`src/rtl/f_scan_pkg.sv`:
```
// Shared definitions for the inverse-scan block.
//   state_t  : scan controller states (IDLE, SCAN, DONE)
//   N_COMB   : number of input combinations walked per scan
//   IDX_W    : width of the combination index {a,b,c}
//   LAST_IDX : final index of a scan, where the walk stops
package f_scan_pkg;

  localparam int N_COMB = 8;
  localparam int IDX_W  = 3;

  typedef enum logic [1:0] {
    IDLE = 2'd0,
    SCAN = 2'd1,
    DONE = 2'd2
  } state_t;

  localparam logic [IDX_W-1:0] LAST_IDX = IDX_W'(N_COMB - 1);

endpackage

```
`src/rtl/f_eval.sv`:
```
// Combinational evaluator of the scanned boolean function.
//   a, b, c : function inputs (a is the MSB of the scan index)
//   s       : (a AND NOT c) OR (a AND NOT b AND c), i.e. a AND NOT(b AND c)
module f_eval (
  input  logic a,
  input  logic b,
  input  logic c,
  output logic s
);

  assign s = (a & ~c) | (a & ~b & c);

endmodule

```
`src/rtl/f_inverse_scan.sv`:
```
// Walks all 8 combinations of {a,b,c}, one per cycle, and reports which of
// them make f_eval's output equal a requested target value.
//   clk          : clock, all state updates on the rising edge
//   rst_n        : asynchronous active-low reset
//   start        : scan request, only honoured in IDLE
//   target       : required value of s, latched when start is accepted
//   busy         : high in SCAN and DONE
//   done         : one-cycle pulse, results valid
//   found        : at least one combination matched
//   match_abc    : lowest matching {a,b,c}, 0 when nothing matched
//   minterm_mask : bit i is s for {a,b,c} = i
//   match_count  : number of matching combinations (0..8)
module f_inverse_scan
  import f_scan_pkg::*;
(
  input  logic             clk,
  input  logic             rst_n,
  input  logic             start,
  input  logic             target,
  output logic             busy,
  output logic             done,
  output logic             found,
  output logic [IDX_W-1:0] match_abc,
  output logic [N_COMB-1:0] minterm_mask,
  output logic [3:0]       match_count
);

  state_t           state_reg;
  state_t           state_next;
  logic [IDX_W-1:0] idx_reg;
  logic             target_reg;
  logic             found_reg;
  logic [IDX_W-1:0] abc_reg;
  logic [3:0]       count_reg;
  logic [N_COMB-1:0] mask_reg;
  logic             s;
  logic             accept;
  logic             scanning;
  logic             hit;

  f_eval u_eval (
    .a (idx_reg[2]),
    .b (idx_reg[1]),
    .c (idx_reg[0]),
    .s (s)
  );

  assign accept   = (state_reg == IDLE) && start;
  assign scanning = (state_reg == SCAN);
  assign hit      = scanning && (s == target_reg);

  // ---------------- FSM: state register ----------------
  always_ff @(posedge clk or negedge rst_n) begin
    if (!rst_n) state_reg <= IDLE;
    else        state_reg <= state_next;
  end

  // ---------------- FSM: next state ----------------
  always_comb begin
    state_next = state_reg;
    case (state_reg)
      IDLE:    if (start) state_next = SCAN;
      SCAN:    if (idx_reg == LAST_IDX) state_next = DONE;
      DONE:    state_next = IDLE;
      default: state_next = IDLE;
    endcase
  end

  // ---------------- FSM: outputs ----------------
  always_comb begin
    busy = 1'b0;
    done = 1'b0;
    case (state_reg)
      SCAN:    busy = 1'b1;
      DONE:    begin busy = 1'b1; done = 1'b1; end
      default: ;
    endcase
  end

  // ---------------- Index, target and match bookkeeping ----------------
  always_ff @(posedge clk or negedge rst_n) begin
    if (!rst_n) begin
      idx_reg    <= '0;
      target_reg <= 1'b0;
      found_reg  <= 1'b0;
      abc_reg    <= '0;
      count_reg  <= 4'd0;
    end else if (accept) begin
      idx_reg    <= '0;
      target_reg <= target;
      found_reg  <= 1'b0;
      abc_reg    <= '0;
      count_reg  <= 4'd0;
    end else if (scanning) begin
      // Index saturates at the last combination rather than wrapping.
      if (idx_reg != LAST_IDX) idx_reg <= idx_reg + 1'b1;
      if (hit) begin
        count_reg <= count_reg + 4'd1;
        // Only the first (lowest) matching index is recorded.
        if (!found_reg) begin
          found_reg <= 1'b1;
          abc_reg   <= idx_reg;
        end
      end
    end
  end

  // ---------------- Minterm mask, one flop per combination ----------------
  generate
    for (genvar gi = 0; gi < N_COMB; gi++) begin : g_mask
      always_ff @(posedge clk or negedge rst_n) begin
        if (!rst_n)                                      mask_reg[gi] <= 1'b0;
        else if (accept)                                 mask_reg[gi] <= 1'b0;
        else if (scanning && (idx_reg == IDX_W'(gi)))    mask_reg[gi] <= s;
      end
    end
  endgenerate

  assign found        = found_reg;
  assign match_abc    = abc_reg;
  assign minterm_mask = mask_reg;
  assign match_count  = count_reg;

endmodule

```
`config.mk`:
```
export PLATFORM = sky130hd
export DESIGN_NAME = f_inverse_scan
export DESIGN_NICKNAME = d
export VERILOG_FILES = /design/src/rtl/f_scan_pkg.sv /design/src/rtl/f_eval.sv /design/src/rtl/f_inverse_scan.sv
export SDC_FILE = /design/constraint.sdc
export NUM_CORES = 1
export LEC_CHECK = 0
export CORE_MARGIN = 8
export CORE_UTILIZATION = 60
export CTS_CLUSTER_SIZE = 24
export DETAILED_ROUTE_END_ITERATION = 8
export DONT_BUFFER_PORTS = 1
export GPL_ROUTABILITY_DRIVEN = 0
export PLACE_DENSITY = 0.76
export REMOVE_ABC_BUFFERS = 1
export SYNTH_ARGS = -nofsm -noshare
export SYNTH_HDL_FRONTEND = slang
export SYNTH_SLANG_ARGS = --single-unit
```
`constraint.sdc`:
```
create_clock -name clk -period 2.35 [get_ports clk]
set_clock_uncertainty 0.2 [all_clocks]
set_input_delay 0.47 -clock clk [delete_from_list [all_inputs] [get_ports clk]]
set_output_delay 0.47 -clock clk [all_outputs]
set_load 0.05 [all_outputs]
```
=== After elaboration in Yosys (flattened, before gate mapping) ===
Cells that the tools add are included.

* Flip-flop bits (word level): 22
* Output and inout port bits: 18
* Word-level logic and storage cells: 98

* Reductions and logical operators: 28
* Bitwise operators: 6
* Equality and inequality tests: 14
* Add/sub/neg operators: 2
* Multiplexer cells: 34

{| class="wikitable"
|+ Operators by type and width
! cell !! count
|-
| $reduce_bool A2 Y1 || 11
|-
| $mux W1 || 21
|-
| $mux W3 || 7
|-
| $eq A3 B3 Y1 const B || 4
|-
| $mux W4 || 3
|-
| $logic_and A1 B1 Y1 || 10
|-
| $eq A3 B2 Y1 const B || 2
|-
| $reduce_and A2 Y1 || 3
|-
| $add A4 B1 Y4 const B || 1
|-
| $mux W2 || 2
|-
| $ne A2 B1 Y1 const B || 2
|-
| $pmux W2 S2 || 1
|-
| $add A3 B1 Y3 const B || 1
|-
| $and A1 B1 Y1 || 3
|-
| $eq A3 B1 Y1 const B || 1
|-
| $logic_not A3 Y1 || 1
|-
| $ne A3 B3 Y1 const B || 1
|-
| $reduce_and A3 Y1 || 1
|-
| $eq A2 B1 Y1 const B || 1
|-
| $eq A2 B2 Y1 const B || 1
|-
| $logic_not A2 Y1 || 1
|-
| $ne A2 B2 Y1 const B || 1
|-
| $not A1 Y1 || 2
|-
| $reduce_or A2 Y1 || 1
|-
| other kinds (2) || 2
|}

=== Depth between registers and ports, before layout ===
Gate-level depths: netlist of run 1.

* Depth after elaboration: 9
* Gate-level depth with buffers: 7

=== Cells and area by module ===
Synthesis of run 1 repeated with hierarchy kept, for this count alone.

* Cells, all modules: 118
* Area, all modules: 1177.4 um2

{| class="wikitable"
|+ By module, submodules not included
! module !! sequential area each (um2) !! cells each !! times used !! area an instance (um2)
|-
| f_inverse_scan || 550.5 || 117 || 1 || 1166.1
|-
| f_eval || 0.0 || 1 || 1 || 11.3
|}

=== Least setup slack after synthesis of run 1 ===
Ideal clock, no wire load.

* Path kind: flip-flop to flip-flop
* Start point: register idx_reg[0]
* End point: register idx_reg[2]
* Library setup time: 0.072 ns
* Cell stages (with the launch flop): 6
* Required time: 2.078 ns
* Slack: 0.483 ns
* Clock period less this slack: 1.867 ns
* Arrival time: 1.595 ns
* Cell sequence: dfrtp_1 ha_1 ha_1 nor2b_1 mux2_2 nor2_1

* Word-level cells in the longest chain between the ends: 4
* Elaborated cells on any way between the ends: 7

{| class="wikitable"
|+ Ends and longest elaborated chain
! what !! line !! source
|-
| start, declared || f_inverse_scan.sv:30 || <nowiki>logic [IDX_W-1:0] idx_reg;</nowiki>
|-
| start signal, assigned || f_inverse_scan.sv:96 || <nowiki>if (idx_reg != LAST_IDX) idx_reg <= idx_reg + 1'b1;</nowiki>
|-
| $add A3 B1 Y3 || f_inverse_scan.sv:96 ||
|-
| $mux W3 || f_inverse_scan.sv:96 ||
|-
| $mux W3 || f_inverse_scan.sv:94 || <nowiki>end else if (scanning) begin</nowiki>
|-
| $mux W3 || f_inverse_scan.sv:88 || <nowiki>end else if (accept) begin</nowiki>
|}

Several ways; a longest one is shown, not always the timed one. The select of a mux whose other input is x is not followed.
A chain may end at the register's enable or synchronous reset.

=== Worst setup path after layout of run 1 ===
* Start point: register state_reg[1]
* End point: output port busy

* Word-level cells in the longest chain between the ends: 3
* Elaborated cells on any way between the ends: 4

{| class="wikitable"
|+ Ends and longest elaborated chain
! what !! line !! source
|-
| start, declared || f_inverse_scan.sv:28 || <nowiki>state_t state_reg;</nowiki>
|-
| start signal, assigned || f_inverse_scan.sv:55 || <nowiki>else state_reg <= state_next;</nowiki>
|-
| $eq A2 B1 Y1 or $eq A2 B2 Y1 (tied branches) || f_inverse_scan.sv:73 || <nowiki>case (state_reg)</nowiki>
|-
| $reduce_or A2 Y1 (no source line) (*) || -- ||
|-
| $mux W1 (*) || f_inverse_scan.sv:73 ||
|-
| end, declared || f_inverse_scan.sv:20 || <nowiki>output logic busy,</nowiki>
|}

Mark *: on every way between the ends. The rest lies on a longest branch, timed or not.

==> results of run 1 <==
how the worst max path moves through the flow:
stage	end	slack, ns	cells after the start
6_report	busy	0.34	2
5_1_grt	busy	0.25	2
4_1_cts	busy	0.31	2
3_5_place_dp	idx_reg[2]	0.54	5
3_3_place_gp	match_count[3]	0.56	4
2_1_floorplan	idx_reg[2]	0.39	5
area by class of cell:
| cell class | count | area (µm²) |
|---|---|---|
| clock buffers | 4 | 36.3 |
| flip-flops and latches | 22 | 551 |
| fillers | 156 | 639 |
| well taps | 27 | 33.8 |
| inverters | 6 | 22.5 |
| multi-input cells | 85 | 559 |
| repair buffers | 5 | 40.0 |
cell usage after synthesis, drive strengths merged:
| library cell | number |
|---|---|
| dfrtp | 22 |
| nand2 | 14 |
| nor2 | 13 |
| a21oi | 12 |
| ha | 11 |
| nand3 | 9 |
| inv | 6 |
| o21ai | 6 |
| a32oi | 3 |
| clkbuf | 3 |
| nor2b | 3 |
| a31oi | 2 |
| a41o | 2 |
| xnor2 | 2 |
| a21boi | 1 |
| and2 | 1 |
| and3 | 1 |
| buf | 1 |
| mux2 | 1 |
| nand2b | 1 |
| o22a | 1 |
| or3 | 1 |
| xor2 | 1 |
per-stage QoR:
step / setup WS, ns / hold WS (ns) / total power, µW / utilization
3_5_place_dp: 0.535 / -0.0248 / 1440 / 0.636
5_1_grt: 0.246 / 0.0646 / 1770 / 0.660
4_1_cts: 0.312 / 0.0766 / 1650 / 0.660
6_report: 0.336 / 0.0855 / 1630 / 0.660
3_3_place_gp: 0.563 / -0.0249 / 1400 / 0.636
2_1_floorplan: 0.389 / -0.0256 / 1240 / -
metal layers:
layer  vias to the layer above  global-route usage
met5                         -                   0
met2                        17               0.268
met4                         0              0.0340
li1                        417                   -
met1                       419               0.163
met3                         2              0.0366
worst max-delay path, cell delays in order, from the launching register on:
cell and delay [ns]:
dfrtp_1 0.40, inv_1 0.09, ha_1 0.57
cells by family after synthesis:
| logic type | after synthesis |
|---|---|
| AND/OR/NAND/NOR | 43 |
| AO/OA/AOI/OAI | 27 |
| flip-flops | 22 |
| adder cells (fa/ha/maj) | 11 |
| buffers and inverters | 10 |
| XOR/XNOR | 3 |
| multiplexers | 1 |
power breakdown:
group	internal, µW	total [µW]	switching, µW
combinational	252	701	449
clock	94.3	197	103
sequential	466	732	266
cells in the final DEF (no fill, tap or decap), types with 4 or more instances in the layout:
cell type	n
buf_4	4
nand2_1	14
nand3_1	9
dfrtp_1	22
nor2_1	13
o21ai_0	6
inv_1	6
a21oi_1	12
ha_1	11
what timing repair did:
item,4_1_cts,5_1_grt
hold buffers,1,0
buffers inserted,0,0
hold endpoints to repair,22,0
==> flow_metrics.env, run 1 <==
export IMPL_grt_max_degree=23
export IMPL_synth_adder_area_share=0.120
export IMPL_rr_endpoint="idx_reg[2]"
export IMPL_tightest_slew_ns=0.977
export IMPL_synth_top_area_frac=0.480
export IMPL_avgSynthCellArea_um2=9.81
export IMPL_crit_path_start="state_reg[1]"
export IMPL_routedWlPerCell_um=15.5
export IMPL_timing_final_hold_violations=0
export IMPL_ys_types=24
export IMPL_port_buffers=0
export IMPL_critPathCaptureType="primary output"
export IMPL_crit_fanout=3
export IMPL_fp_dieH_um=59.7
export IMPL_syn2layout_area_growth_pct=8.29
export IMPL_status="finished, final reports clean"
export IMPL_path_clk_slew_ns=0.11
export IMPL_cts_max_path_buffers=2
export IMPL_vias_per_cell=5.74
export IMPL_rrSetupSlack_ns=0.50
export IMPL_route_met3_wl_um=132
export IMPL_grt_pass1_wl_um=4110
export IMPL_ys_top_cells_by_area="dfrtp_1, ha_1, a21oi_1"
export IMPL_crit_type="flop to primary output"
export IMPL_cp_data_required_time_ns=1.68
export IMPL_slew_violations=0
export IMPL_drive_above_1_share=0.115
export IMPL_io_pins=22
export IMPL_drtIter0Drc=23
export IMPL_synthMuxAreaShare=0.00981
export IMPL_hold_depth=2
export IMPL_grt_overflow_total=0
export IMPL_r2r_worst_path_cells=5
export IMPL_cts_sinks=22
export IMPL_synth_top_cell_by_area="dfrtp_1"
export IMPL_fin_crit_sh=0.857
export IMPL_rsz0062_at_grt="no"
export IMPL_placedCellCount=144
export IMPL_std_cell_rows=16
export IMPL_final_antenna_net_count=0
export IMPL_die_x_um=59.7
export IMPL_syn_cell_area_mm2=0.00115
export IMPL_yosys_area_share_xor_xnor=0.0360
export IMPL_placed_area_mm2=0.00120
export IMPL_irDropWorstVdd_uv=666
export IMPL_clockRootBuffer="clkbuf_4"
export IMPL_largest_reg_flops=8
export IMPL_drt_total_wl_um=2320
export IMPL_die_area_mm2=0.00357
export IMPL_layout_cells_non_filler=149
export IMPL_numCtsBuffers=3
export IMPL_core_mm2=0.00188
export IMPL_cts_tree="built"
export IMPL_synth_compound_area_share=0.156
export IMPL_drc=0
export IMPL_syn_inst=117
export IMPL_dp_hpwl_um=1790
export IMPL_yosysSeqAreaShare=0.480
export IMPL_htree_levels=1
export IMPL_min_from="target"
export IMPL_synth_top_family_by_area="simple AND/OR/NAND/NOR gates"
export IMPL_grt_pass1_vias=915
export IMPL_crit_path_start_kind="flop"
export IMPL_cts_resized=0
export IMPL_wl_met1_um=942
export IMPL_vias=855
export IMPL_holdPathEnd="target_reg"
export IMPL_routed_top_layer="met4"
export IMPL_route_met2_wl_um=1230
export IMPL_reg2reg_from="idx_reg[0]"
export IMPL_arrival_ns=1.34
export IMPL_clock_latency_ns=0.29
export IMPL_initial_utilization=0.610
export IMPL_layout_min_cycle_time_ns=2.01
export IMPL_finalSetupTns_ns=0
export IMPL_yosys_area_share_simple=0.166
export IMPL_hold_class="input port to flop"
export IMPL_p_leak_uw=0.000593
export IMPL_setup_viol=0
export IMPL_cellPowerDensity_mw_per_mm2=1310
export IMPL_n_antenna_cell=0
export IMPL_clock_fmax_ghz=0.497
export IMPL_stdcell_area_mm2=0.00124
export IMPL_dr_pass1_iters=6
export IMPL_relSlewSlack=0.346
export IMPL_drv_cap=0
export IMPL_nets=138
export IMPL_synth_warning_count=0
export IMPL_ys_ff_latch=22
export IMPL_grt_usage=0.146
export IMPL_antenna_found_initial=0
(Power assumes the default switching activity.)
==> run 2: changes to the inputs <==
--- a/config.mk
+++ b/config.mk
@@ -10,7 +10,7 @@
 export CTS_CLUSTER_SIZE = 24
 export DETAILED_ROUTE_END_ITERATION = 8
 export DONT_BUFFER_PORTS = 1
-export GPL_ROUTABILITY_DRIVEN = 0
+export GPL_ROUTABILITY_DRIVEN = 1
 export PLACE_DENSITY = 0.76
 export REMOVE_ABC_BUFFERS = 1
 export SYNTH_ARGS = -nofsm -noshare
==> results of run 2 <==
Final layout, timing and power as in run 1 (identical DEF).
==> run 3: changes to the inputs <==
--- a/config.mk
+++ b/config.mk
@@ -6,13 +6,14 @@
 export NUM_CORES = 1
 export LEC_CHECK = 0
 export CORE_MARGIN = 8
-export CORE_UTILIZATION = 60
+export CORE_UTILIZATION = 61
 export CTS_CLUSTER_SIZE = 24
 export DETAILED_ROUTE_END_ITERATION = 8
 export DONT_BUFFER_PORTS = 1
 export GPL_ROUTABILITY_DRIVEN = 1
-export PLACE_DENSITY = 0.76
+export PLACE_DENSITY = 0.77
 export REMOVE_ABC_BUFFERS = 1
 export SYNTH_ARGS = -nofsm -noshare
 export SYNTH_HDL_FRONTEND = slang
+export SYNTH_HIERARCHICAL = 1
 export SYNTH_SLANG_ARGS = --single-unit
==> run 3 against run 2 <==
  * Final cell count shrank 0.67%
  * Area after synthesis grew 2.6%
  * Via count shrank 2.6%
  * Flip-flop and latch count is the same
  * Utilization grew 0.66 points
  * Critical path depth is the same
  * Die area grew 0.69%
  * Critical endpoint unchanged
==> flow_metrics.env, run 3 <==
export IMPL_htree_levels=1
export IMPL_ys_ff_latch=22
export IMPL_std_cell_rows=16
export IMPL_cp_data_required_time_ns=1.68
export IMPL_cts_max_path_buffers=2
export IMPL_min_from="target"
export IMPL_timing_final_hold_violations=0
export IMPL_clock_latency_ns=0.31
export IMPL_hold_depth=2
export IMPL_hold_buffers=1
export IMPL_finalSetupTns_ns=0
export IMPL_synth_top_cell_by_area="dfrtp_1"
export IMPL_cts_resized=0
export IMPL_vias=833
export IMPL_synth_top_family_by_area="simple AND/OR/NAND/NOR gates"
export IMPL_fin_crit_sh=0.872
export IMPL_arrival_ns=1.38
export IMPL_drive_above_1_share=0.0909
export IMPL_grt_pass1_vias=859
export IMPL_path_clk_slew_ns=0.12
export IMPL_crit_fanout=3
export IMPL_ff_latch_area_um2=551
export IMPL_grt_max_degree=23
export IMPL_gp_congestion=0.826
export IMPL_fp_dieH_um=59.9
export IMPL_rr_endpoint="state_reg[0]"
export IMPL_die_x_um=59.9
export IMPL_numCtsBuffers=3
export IMPL_io_pins=22
export IMPL_routedWlPerCell_um=14.9
export IMPL_synth_flop_cell="dfrtp_1"
export IMPL_nets=137
export IMPL_vias_per_cell=5.63
export IMPL_synth_edff_count=0
export IMPL_core_mm2=0.00188
export IMPL_syn_inst=118
export IMPL_drtIter0Drc=22
export IMPL_drc=0
export IMPL_n_antenna_cell=0
export IMPL_multi_input_area_um2=572
export IMPL_clock_fmax_ghz=0.488
export IMPL_r2r_worst_path_cells=5
export IMPL_ys_top_cells_by_area="dfrtp_1, ha_1, mux2i_1"
export IMPL_antenna_found_initial=0
export IMPL_holdPathEnd="target_reg"
export IMPL_yosys_area_share_xor_xnor=0.0287
export IMPL_drt_total_wl_um=2200
export IMPL_cts_tree="built"
export IMPL_critPathCaptureType="primary output"
export IMPL_synth_warning_count=6
export IMPL_yosysSeqAreaShare=0.468
export IMPL_post_cts_buffers=0
export IMPL_rrSetupSlack_ns=0.39
export IMPL_syn_cell_area_mm2=0.00118
export IMPL_drv_cap=0
export IMPL_synth_compound_area_share=0.0956
export IMPL_grt_overflow_total=0
export IMPL_synth_adder_area_share=0.117
export IMPL_rsz0062_at_grt="no"
export IMPL_synthMuxAreaShare=0.0691
export IMPL_relSlewSlack=0.353
export IMPL_synth_commonest_cells="dfrtp_1, ha_1, nor2_1"
export IMPL_largest_reg_flops=8
export IMPL_final_cell_mix="dfrtp_1, nor2_1, ha_1, a21oi_1"
export IMPL_grt_pass1_wl_um=3820
export IMPL_tightest_slew_ns=0.967
export IMPL_grt_usage=0.136
export IMPL_die_area_mm2=0.00359
export IMPL_avgSynthCellArea_um2=9.98
export IMPL_setup_viol=0
export IMPL_synth_most_common_cell="dfrtp_1"
export IMPL_status="finished, final reports clean"
export IMPL_yosys_area_share_simple=0.175
export IMPL_initial_utilization=0.626
export IMPL_cts_sinks=22
export IMPL_clockRootBuffer="clkbuf_4"
export IMPL_final_antenna_net_count=0
export IMPL_hold_class="input port to flop"
export IMPL_hold_slack_ns=0.0602
export IMPL_port_buffers=0
export IMPL_dr_pass1_iters=4
export IMPL_layout_commonest_cell="dfrtp_1"
export IMPL_crit_path_start_kind="flop"
export IMPL_fillers=161
export IMPL_layout_min_cycle_time_ns=2.05
export IMPL_synth_top_area_frac=0.468
export IMPL_slew_violations=0
export IMPL_async_flop_share=1.00
export IMPL_reg2reg_from="idx_reg[0]"
export IMPL_syn2layout_area_growth_pct=6.59
export IMPL_dp_hpwl_um=1590
export IMPL_ys_types=25
export IMPL_crit_type="flop to primary output"
[run 3: cells by family after synthesis]
| family | count (synthesis) |
|---|---|
| simple gates | 42 |
| flops | 22 |
| compound gates | 20 |
| buf+inv | 12 |
| fa+ha+maj | 11 |
| mux | 8 |
| xor+xnor | 3 |
[run 3: how the worst max path moves through the flow]
stage / end / from / cells after the start / slack [ns]
2_1_floorplan: state_reg[0] / state_reg[1] / 5 / 0.55
3_3_place_gp: state_reg[0] / idx_reg[0] / 5 / 0.50
3_5_place_dp: state_reg[0] / idx_reg[0] / 5 / 0.40
4_1_cts: busy / state_reg[0] / 2 / 0.28
5_1_grt: busy / state_reg[0] / 2 / 0.23
6_report: busy / state_reg[0] / 2 / 0.30
[run 3: worst max-delay path, stage by stage (launching register included)]
cell and delay, ns:
dfrtp_1 0.40, inv_1 0.09, ha_1 0.58
[run 3: metal layers]
metal,GRT usage,share of wire,up-vias
met5,0,0,-
met4,0.0476,0.012,0
met3,0.0495,0.087,5
met2,0.237,0.49,23
met1,0.147,0.41,401
li1,-,-,404
[run 3: layout make-up]
| type | instances | share of cell area |
|---|---|---|
| Clock buffer | 4 | 0.0289 |
| Inverter | 6 | 0.0179 |
| Multi-Input combinational cell | 84 | 0.456 |
| Sequential cell | 22 | 0.439 |
| Tap cell | 27 | 0.0269 |
| Timing Repair Buffer | 5 | 0.0319 |
[run 3: through the flow]
| step | instances | worst slack (ns) | cell area [µm²] | utilization |
|---|---|---|---|---|
| 3_5_place_dp | 143 | 0.397 | 1210 | 0.642 |
| 6_report | 148 | 0.301 | 1250 | 0.667 |
| 4_1_cts | 148 | 0.275 | 1250 | 0.667 |
| 2_1_floorplan | 112 | 0.545 | 1140 | - |
| 5_1_grt | 148 | 0.226 | 1250 | 0.667 |
| 3_3_place_gp | 143 | 0.497 | 1210 | 0.642 |
Power of run 3 is not shown: default switching activity piles up to over one toggle a cycle in this logic, so the estimate is an artifact.
